`src/rtl/sync_fifo_pkg.sv`:
```
// Shared widths and default thresholds for the flexible-depth synchronous FIFO.
package sync_fifo_pkg;

    localparam int DEF_AE_LEVEL  = 2;
    localparam int DEF_AF_MARGIN = 2;

    // Pointer width; never below 1 so a DEPTH of 2 still gets a real bit.
    function automatic int ptr_w(input int depth);
        return (depth > 2) ? $clog2(depth) : 1;
    endfunction

    function automatic int cnt_w(input int depth);
        return $clog2(depth + 1);
    endfunction

endpackage

```
`src/rtl/sfifo_ram.sv`:
```
// Storage for sync_fifo_flex: one write port and a registered read port.
module sfifo_ram #(
    parameter int DATA_WIDTH = 16,
    parameter int DEPTH      = 8,
    parameter int ADDR_W     = 3
) (
    input  logic                  CLK,
    input  logic                  RST,
    input  logic                  we,
    input  logic [ADDR_W-1:0]     waddr,
    input  logic [DATA_WIDTH-1:0] wdata,
    input  logic                  re,
    input  logic [ADDR_W-1:0]     raddr,
    output logic [DATA_WIDTH-1:0] rdata
);

    logic [DATA_WIDTH-1:0] mem [DEPTH];

    always_ff @(posedge CLK) begin
        if (we) mem[waddr] <= wdata;
    end

    // Read register sees the pre-write word when both ports hit the same entry.
    always_ff @(posedge CLK) begin
        if (RST)     rdata <= '0;
        else if (re) rdata <= mem[raddr];
    end

endmodule

```
`src/rtl/sync_fifo_flex.sv`:
```
// Single-clock FIFO of arbitrary depth with fill count and threshold flags.
// Sticky OVERFLOW/UNDERFLOW flags are built only when SYNC_FIFO_ERR_EN is defined.
module sync_fifo_flex
    import sync_fifo_pkg::*;
#(
    parameter int DATA_WIDTH = 16,
    parameter int DEPTH      = 8,
    parameter int AF_LEVEL   = DEPTH - DEF_AF_MARGIN,
    parameter int AE_LEVEL   = DEF_AE_LEVEL
) (
    input  logic                      CLK,
    input  logic                      RST,
    input  logic                      W_INC,
    input  logic [DATA_WIDTH-1:0]     WR_DATA,
    input  logic                      R_INC,
    input  logic                      ERR_CLR,
    output logic [DATA_WIDTH-1:0]     RD_DATA,
    output logic                      RD_VALID,
    output logic                      FULL,
    output logic                      EMPTY,
    output logic                      ALMOST_FULL,
    output logic                      ALMOST_EMPTY,
    output logic [cnt_w(DEPTH)-1:0]   COUNT,
    output logic                      OVERFLOW,
    output logic                      UNDERFLOW
);

    localparam int PTR_W = ptr_w(DEPTH);
    localparam int CNT_W = cnt_w(DEPTH);

    logic [PTR_W-1:0] wr_ptr;
    logic [PTR_W-1:0] rd_ptr;
    logic             wr_acc;
    logic             rd_acc;

    assign rd_acc = R_INC & ~EMPTY;
    assign wr_acc = W_INC & (~FULL | rd_acc);

    always_ff @(posedge CLK) begin
        if (RST) begin
            wr_ptr   <= '0;
            rd_ptr   <= '0;
            COUNT    <= '0;
            RD_VALID <= 1'b0;
        end else begin
            RD_VALID <= rd_acc;
            if (wr_acc)
                wr_ptr <= (wr_ptr == PTR_W'(DEPTH - 1)) ? '0 : wr_ptr + 1'b1;
            if (rd_acc)
                rd_ptr <= (rd_ptr == PTR_W'(DEPTH - 1)) ? '0 : rd_ptr + 1'b1;
            unique case ({wr_acc, rd_acc})
                2'b10:   COUNT <= COUNT + 1'b1;
                2'b01:   COUNT <= COUNT - 1'b1;
                default: COUNT <= COUNT;
            endcase
        end
    end

    assign EMPTY        = (COUNT == '0);
    assign FULL         = (COUNT == CNT_W'(DEPTH));
    assign ALMOST_FULL  = (COUNT >= CNT_W'(AF_LEVEL));
    assign ALMOST_EMPTY = (COUNT <= CNT_W'(AE_LEVEL));

    sfifo_ram #(
        .DATA_WIDTH (DATA_WIDTH),
        .DEPTH      (DEPTH),
        .ADDR_W     (PTR_W)
    ) u_ram (
        .CLK   (CLK),
        .RST   (RST),
        .we    (wr_acc),
        .waddr (wr_ptr),
        .wdata (WR_DATA),
        .re    (rd_acc),
        .raddr (rd_ptr),
        .rdata (RD_DATA)
    );

`ifdef SYNC_FIFO_ERR_EN
    // A new error in the clearing cycle keeps its flag set.
    always_ff @(posedge CLK) begin
        if (RST) begin
            OVERFLOW  <= 1'b0;
            UNDERFLOW <= 1'b0;
        end else begin
            OVERFLOW  <= (W_INC & ~wr_acc) | (OVERFLOW  & ~ERR_CLR);
            UNDERFLOW <= (R_INC & EMPTY)   | (UNDERFLOW & ~ERR_CLR);
        end
    end
`else
    logic err_clr_unused;
    assign err_clr_unused = ERR_CLR;
    assign OVERFLOW       = 1'b0;
    assign UNDERFLOW      = 1'b0;
`endif

endmodule

```
`config.mk`:
```
export PLATFORM = sky130hd
export DESIGN_NAME = sync_fifo_flex
export DESIGN_NICKNAME = d
export VERILOG_FILES = /design/src/rtl/sync_fifo_pkg.sv /design/src/rtl/sfifo_ram.sv /design/src/rtl/sync_fifo_flex.sv
export SDC_FILE = /design/constraint.sdc
export NUM_CORES = 1
export LEC_CHECK = 0
export BUFFER_PORTS_ARGS = -buffer_cell sky130_fd_sc_hd__buf_2
export CAP_MARGIN = 20
export CORE_ASPECT_RATIO = 0.9
export CORE_MARGIN = 4
export CORE_UTILIZATION = 64
export CTS_CLUSTER_SIZE = 12
export DETAILED_ROUTE_END_ITERATION = 8
export GPL_TIMING_DRIVEN = 0
export HOLD_SLACK_MARGIN = 0.15
export PLACE_DENSITY = 0.84
export SLEW_MARGIN = 20
export SYNTH_ARGS = -nofsm -noshare
export SYNTH_HDL_FRONTEND = slang
export SYNTH_SLANG_ARGS = --single-unit
```
`constraint.sdc`:
```
create_clock -name CLK -period 4.8 [get_ports CLK]
set_input_delay 0 -clock CLK [delete_from_list [all_inputs] [get_ports CLK]]
set_output_delay 0 -clock CLK [all_outputs]
set_load 0.005 [all_outputs]
```
==> impl_results.html <==
<table>
<tr><th>Metric</th><th>Value</th></tr>
<tr><th colspan="2">Logic synthesis</th></tr>
<tr><td>Avg Synthesized Cell Area</td><td>18.5 µm²</td></tr>
<tr><td>Dominant synthesized flop cell</td><td>sky130_fd_sc_hd__edfxtp_1</td></tr>
<tr><td>Seq/Total Area, Yosys</td><td>0.710</td></tr>
<tr><td>Post-synthesis sequential element count</td><td>155</td></tr>
<tr><td>Most instantiated library cell after synthesis</td><td>sky130_fd_sc_hd__edfxtp_1</td></tr>
<tr><td>Warnings from Yosys</td><td>0</td></tr>
<tr><td>Mapped Area</td><td>0.00617 mm²</td></tr>
<tr><td>Dominant cell type by area after synthesis</td><td>sky130_fd_sc_hd__edfxtp_1</td></tr>
<tr><td>Portion of synthesized cell area occupied by the leading cell type</td><td>0.622</td></tr>
<tr><td>Commonest cells in the synthesized netlist</td><td>sky130_fd_sc_hd__edfxtp_1, sky130_fd_sc_hd__mux4_2, sky130_fd_sc_hd__dfxtp_1, sky130_fd_sc_hd__nor2_1, sky130_fd_sc_hd__mux2i_1</td></tr>
<tr><td>Cell variety after synth</td><td>38</td></tr>
<tr><td>Number of flops mapped to enable cells by yosys</td><td>128</td></tr>
<tr><td>Number of cells produced by synthesis</td><td>333</td></tr>
<tr><td>Main area contributors after synthesis</td><td>sky130_fd_sc_hd__edfxtp_1, sky130_fd_sc_hd__mux4_2, sky130_fd_sc_hd__dfxtp_1, sky130_fd_sc_hd__a211oi_2, sky130_fd_sc_hd__mux2i_1</td></tr>
<tr><td>Fraction of registers with async set or reset after synthesis</td><td>0</td></tr>
<tr><th colspan="2">Routing</th></tr>
<tr><td>Vias/cell</td><td>6.13</td></tr>
<tr><td>Via count of the routed design</td><td>3460</td></tr>
<tr><td>WL per Instance</td><td>23.3 µm</td></tr>
<tr><td>Number of antenna-violating nets in the routed design</td><td>0</td></tr>
<tr><td>Number of search-and-repair iterations in the first detailed-routing pass</td><td>4</td></tr>
<tr><td>DRC errors left</td><td>0</td></tr>
<tr><td>Initial DRC count</td><td>262</td></tr>
<tr><td>Final routed wirelength across all metal layers</td><td>13100 µm</td></tr>
<tr><th colspan="2">GRT</th></tr>
<tr><td>Wire length of the first global-routing pass</td><td>20200 µm</td></tr>
<tr><td>GRT Total Usage</td><td>0.248</td></tr>
<tr><td>Overflow after GRT</td><td>0</td></tr>
<tr><td>Initial antenna violation count</td><td>0</td></tr>
<tr><td>Maximum number of pins on one net before global-route repair</td><td>17</td></tr>
<tr><td>Number of global-route vias before repair</td><td>3483</td></tr>
<tr><th colspan="2">Clock tree</th></tr>
<tr><td>Number of buffers added to fix hold violations after cts</td><td>20</td></tr>
<tr><td>Maximum root-to-sink buffer count</td><td>2</td></tr>
<tr><td>Clock Tree Root</td><td>sky130_fd_sc_hd__clkbuf_8</td></tr>
<tr><td>Post-CTS Resized</td><td>0</td></tr>
<tr><td>Clock transition at the register clock pins on the worst setup and hold paths after CTS</td><td>0.06 ns</td></tr>
<tr><td>Sink Count</td><td>155</td></tr>
<tr><td>CTS buffer count</td><td>17</td></tr>
<tr><td>TritonCTS clock tree</td><td>yes</td></tr>
<tr><td>Number of setup buffers added after CTS</td><td>0</td></tr>
<tr><td>Worst skew pair latency</td><td>0.53 ns</td></tr>
<tr><td>CTS H-Tree Depth</td><td>4</td></tr>
<tr><th colspan="2">Setup path</th></tr>
<tr><td>Required @ worst endpoint</td><td>5.27 ns</td></tr>
<tr><td>Reg-to-reg setup timing slack</td><td>1.52 ns</td></tr>
<tr><td>Crit path launch type</td><td>flop</td></tr>
<tr><td>Kind of capture point of the worst setup path</td><td>flop</td></tr>
<tr><td>Peak fanout along the critical path</td><td>8</td></tr>
<tr><td>Critical path type</td><td>flop to flop</td></tr>
<tr><td>Arr. time, crit path</td><td>3.75 ns</td></tr>
<tr><th colspan="2">Pwr</th></tr>
<tr><td>Power per cell area</td><td>531 mW/mm²</td></tr>
<tr><td>Standby leakage power</td><td>2.59 nW</td></tr>
<tr><td>Max VDD drop</td><td>0.336 mV</td></tr>
<tr><td>Total Power Consumption</td><td>3.98 mW</td></tr>
<tr><th colspan="2">Placed design</th></tr>
<tr><td>HPWL after detailed placement</td><td>8210 µm</td></tr>
<tr><td>Placer Congestion</td><td>0.706</td></tr>
<tr><td>Number of placed instances with taps included</td><td>512</td></tr>
<tr><td>Port Buffers</td><td>42</td></tr>
<tr><td>Dpl cell area</td><td>0.00671 mm²</td></tr>
<tr><th colspan="2">Final layout</th></tr>
<tr><td>Fraction of the core area covered by cells at the end of the flow</td><td>0.811</td></tr>
<tr><td>Final-stage net count</td><td>457</td></tr>
<tr><td>Cell area after layout</td><td>0.00750 mm²</td></tr>
<tr><td>Area overhead of the layout relative to synthesis</td><td>21.4%</td></tr>
<tr><td>Fraction of layout instances using a drive strength above 1</td><td>0.364</td></tr>
<tr><td>Fill cell instance count of the final layout</td><td>475</td></tr>
<tr><td>Ant. Diodes</td><td>0</td></tr>
<tr><td>Final cell count without fillers</td><td>564</td></tr>
<tr><th colspan="2">Timing</th></tr>
<tr><td>Crit share post-route</td><td>0.684</td></tr>
<tr><td>Unrepaired setup endpoints after global routing</td><td>false</td></tr>
<tr><td>Worst Clk Skew</td><td>0.00659 ns</td></tr>
<tr><td>Slew margin rel.</td><td>0.365</td></tr>
<tr><td>Measured slew at the worst slew-check pin</td><td>0.952 ns</td></tr>
<tr><td>Fin. max-slew vios</td><td>0</td></tr>
<tr><td>Final setup violation count</td><td>0</td></tr>
<tr><td>Final critical delay including setup and external delays</td><td>3.28 ns</td></tr>
<tr><td>Timing-limited maximum frequency</td><td>305 MHz</td></tr>
<tr><td>Final setup TNS</td><td>0 ns</td></tr>
<tr><td>Hold Violations, Final</td><td>0</td></tr>
<tr><th colspan="2">Hold path</th></tr>
<tr><td>Hold WC Path Type</td><td>input port to flop</td></tr>
<tr><th colspan="2">Floorplanning</th></tr>
<tr><td>Die ar.</td><td>0.0113 mm²</td></tr>
<tr><td>Chip Width</td><td>112 µm</td></tr>
<tr><td>IO Count</td><td>48</td></tr>
<tr><td>Core footprint</td><td>0.00925 mm²</td></tr>
<tr><td>Floorplan die height</td><td>101 µm</td></tr>
<tr><td>Number of rows in the core area</td><td>33</td></tr>
<tr><td>Initial Util</td><td>0.668</td></tr>
<tr><th colspan="2">Run</th></tr>
<tr><td>Number of violations of the max-capacitance limit</td><td>0</td></tr>
<tr><th colspan="2">Run status</th></tr>
<tr><td>Result of the run</td><td>complete, no violations</td></tr>
</table>
flip-flops by register name (all words and copies together) (netlist names):
register / count
u_ram.rdata: 16
COUNT: 4
RD_VALID: 1
rd_ptr: 3
u_ram.mem: 128
wr_ptr: 3
layer usage:
metal	up-vias	GRT usage	share of wire
li1	1512	-	-
met1	1754	0.327	0.40
met2	175	0.415	0.51
met3	19	0.0765	0.081
met4	0	0.0599	0.014
met5	-	0	0
cell usage in the layout, fill, tap and decap left out, drive strengths merged:
cell         netlist  final
a211oi            19     19
ha                 6      6
nand3b             2      2
nand2b             5      5
o31ai              1      1
mux4              32     32
conb               1      2
o311a              1      1
mux2i             19     19
clkbuf             8     27
nor3               5      5
o21bai             1      1
clkinvlp           0      5
a21oi              6      6
a31oi              1      1
bufinv             0      3
and2               2      2
a21o               1      1
nor4               1      1
o21ai              2      2
or3                3      3
clkinv             0      4
nand3              2      2
fa                 1      1
buf               16     72
o211ai             1      1
dfxtp             27     27
o221ai             1      1
edfxtp           128    128
inv                3      4
xnor2              3      3
nor2              27     27
nor4bb             1      1
dlygate4sd3        0     20
o21a               1      1
nand2              6      6
final timing paths:
| kind | end | from | cells past startpoint |
|---|---|---|---|
| max | COUNT[3] | COUNT[1] | 13 |
| min | u_ram.mem[7][9] | WR_DATA[9] | 2 |
| max reg2reg | COUNT[3] | COUNT[1] | 13 |
| min reg2reg | u_ram.rdata[15] | u_ram.rdata[15] | 2 |
cell families (layout without fill, tap and decap cells):
group                      count (synthesis)  in the layout  synth area share
AOI/OAI and AO/OA                         35             35            0.0541
xor gates and xnor gates                   3              3           0.00426
adders and majority gates                  7              7            0.0154
buffers and inverters                     27            135            0.0272
DFF                                      155            155             0.710
muxes                                     51             51             0.148
other                                      1              2          0.000607
and+or+nand+nor                           54             54            0.0409
cell type report:
cell class | instances | area [µm²] | share of cell area
clock buffers | 19 | 422 | 0.0562
well taps | 122 | 153 | 0.0204
flip-flops and latches | 155 | 4380 | 0.585
inverters | 3 | 11.3 | 0.00150
clock inverters | 13 | 170 | 0.0227
multi-input cells | 152 | 1660 | 0.221
repair buffers | 76 | 541 | 0.0721
plain buffers | 24 | 156 | 0.0209
where the power goes:
part           internal, mW  total (mW)  switching (mW)
clock                 0.796        1.33           0.534
sequential             1.57        1.64          0.0643
combinational         0.478        1.02           0.537
stage by stage:
stage / hold WS [ns] / worst slack, ns
final: 0.282 / 1.52
after global routing: 0.277 / 1.38
after CTS: 0.244 / 1.62
after detailed placement: 0.271 / 2.17
after global placement: 0.258 / 0.185
after floorplan: 0.0989 / 1.92
critical path, stage by stage, from the launching register on:
cell	delay, ns
sky130_fd_sc_hd__dfxtp_1	0.33
sky130_fd_sc_hd__buf_2	0.17
sky130_fd_sc_hd__or3_1	0.35
sky130_fd_sc_hd__buf_2	0.16
sky130_fd_sc_hd__o21a_1	0.18
sky130_fd_sc_hd__buf_6	0.15
sky130_fd_sc_hd__nand2b_1	0.11
sky130_fd_sc_hd__inv_1	0.07
sky130_fd_sc_hd__ha_1	0.31
sky130_fd_sc_hd__a21oi_1	0.29
sky130_fd_sc_hd__and2_1	0.19
sky130_fd_sc_hd__o221ai_1	0.12
sky130_fd_sc_hd__a31oi_1	0.19
sky130_fd_sc_hd__dlygate4sd3_1	0.59
Power figures use the tool's default switching activity.
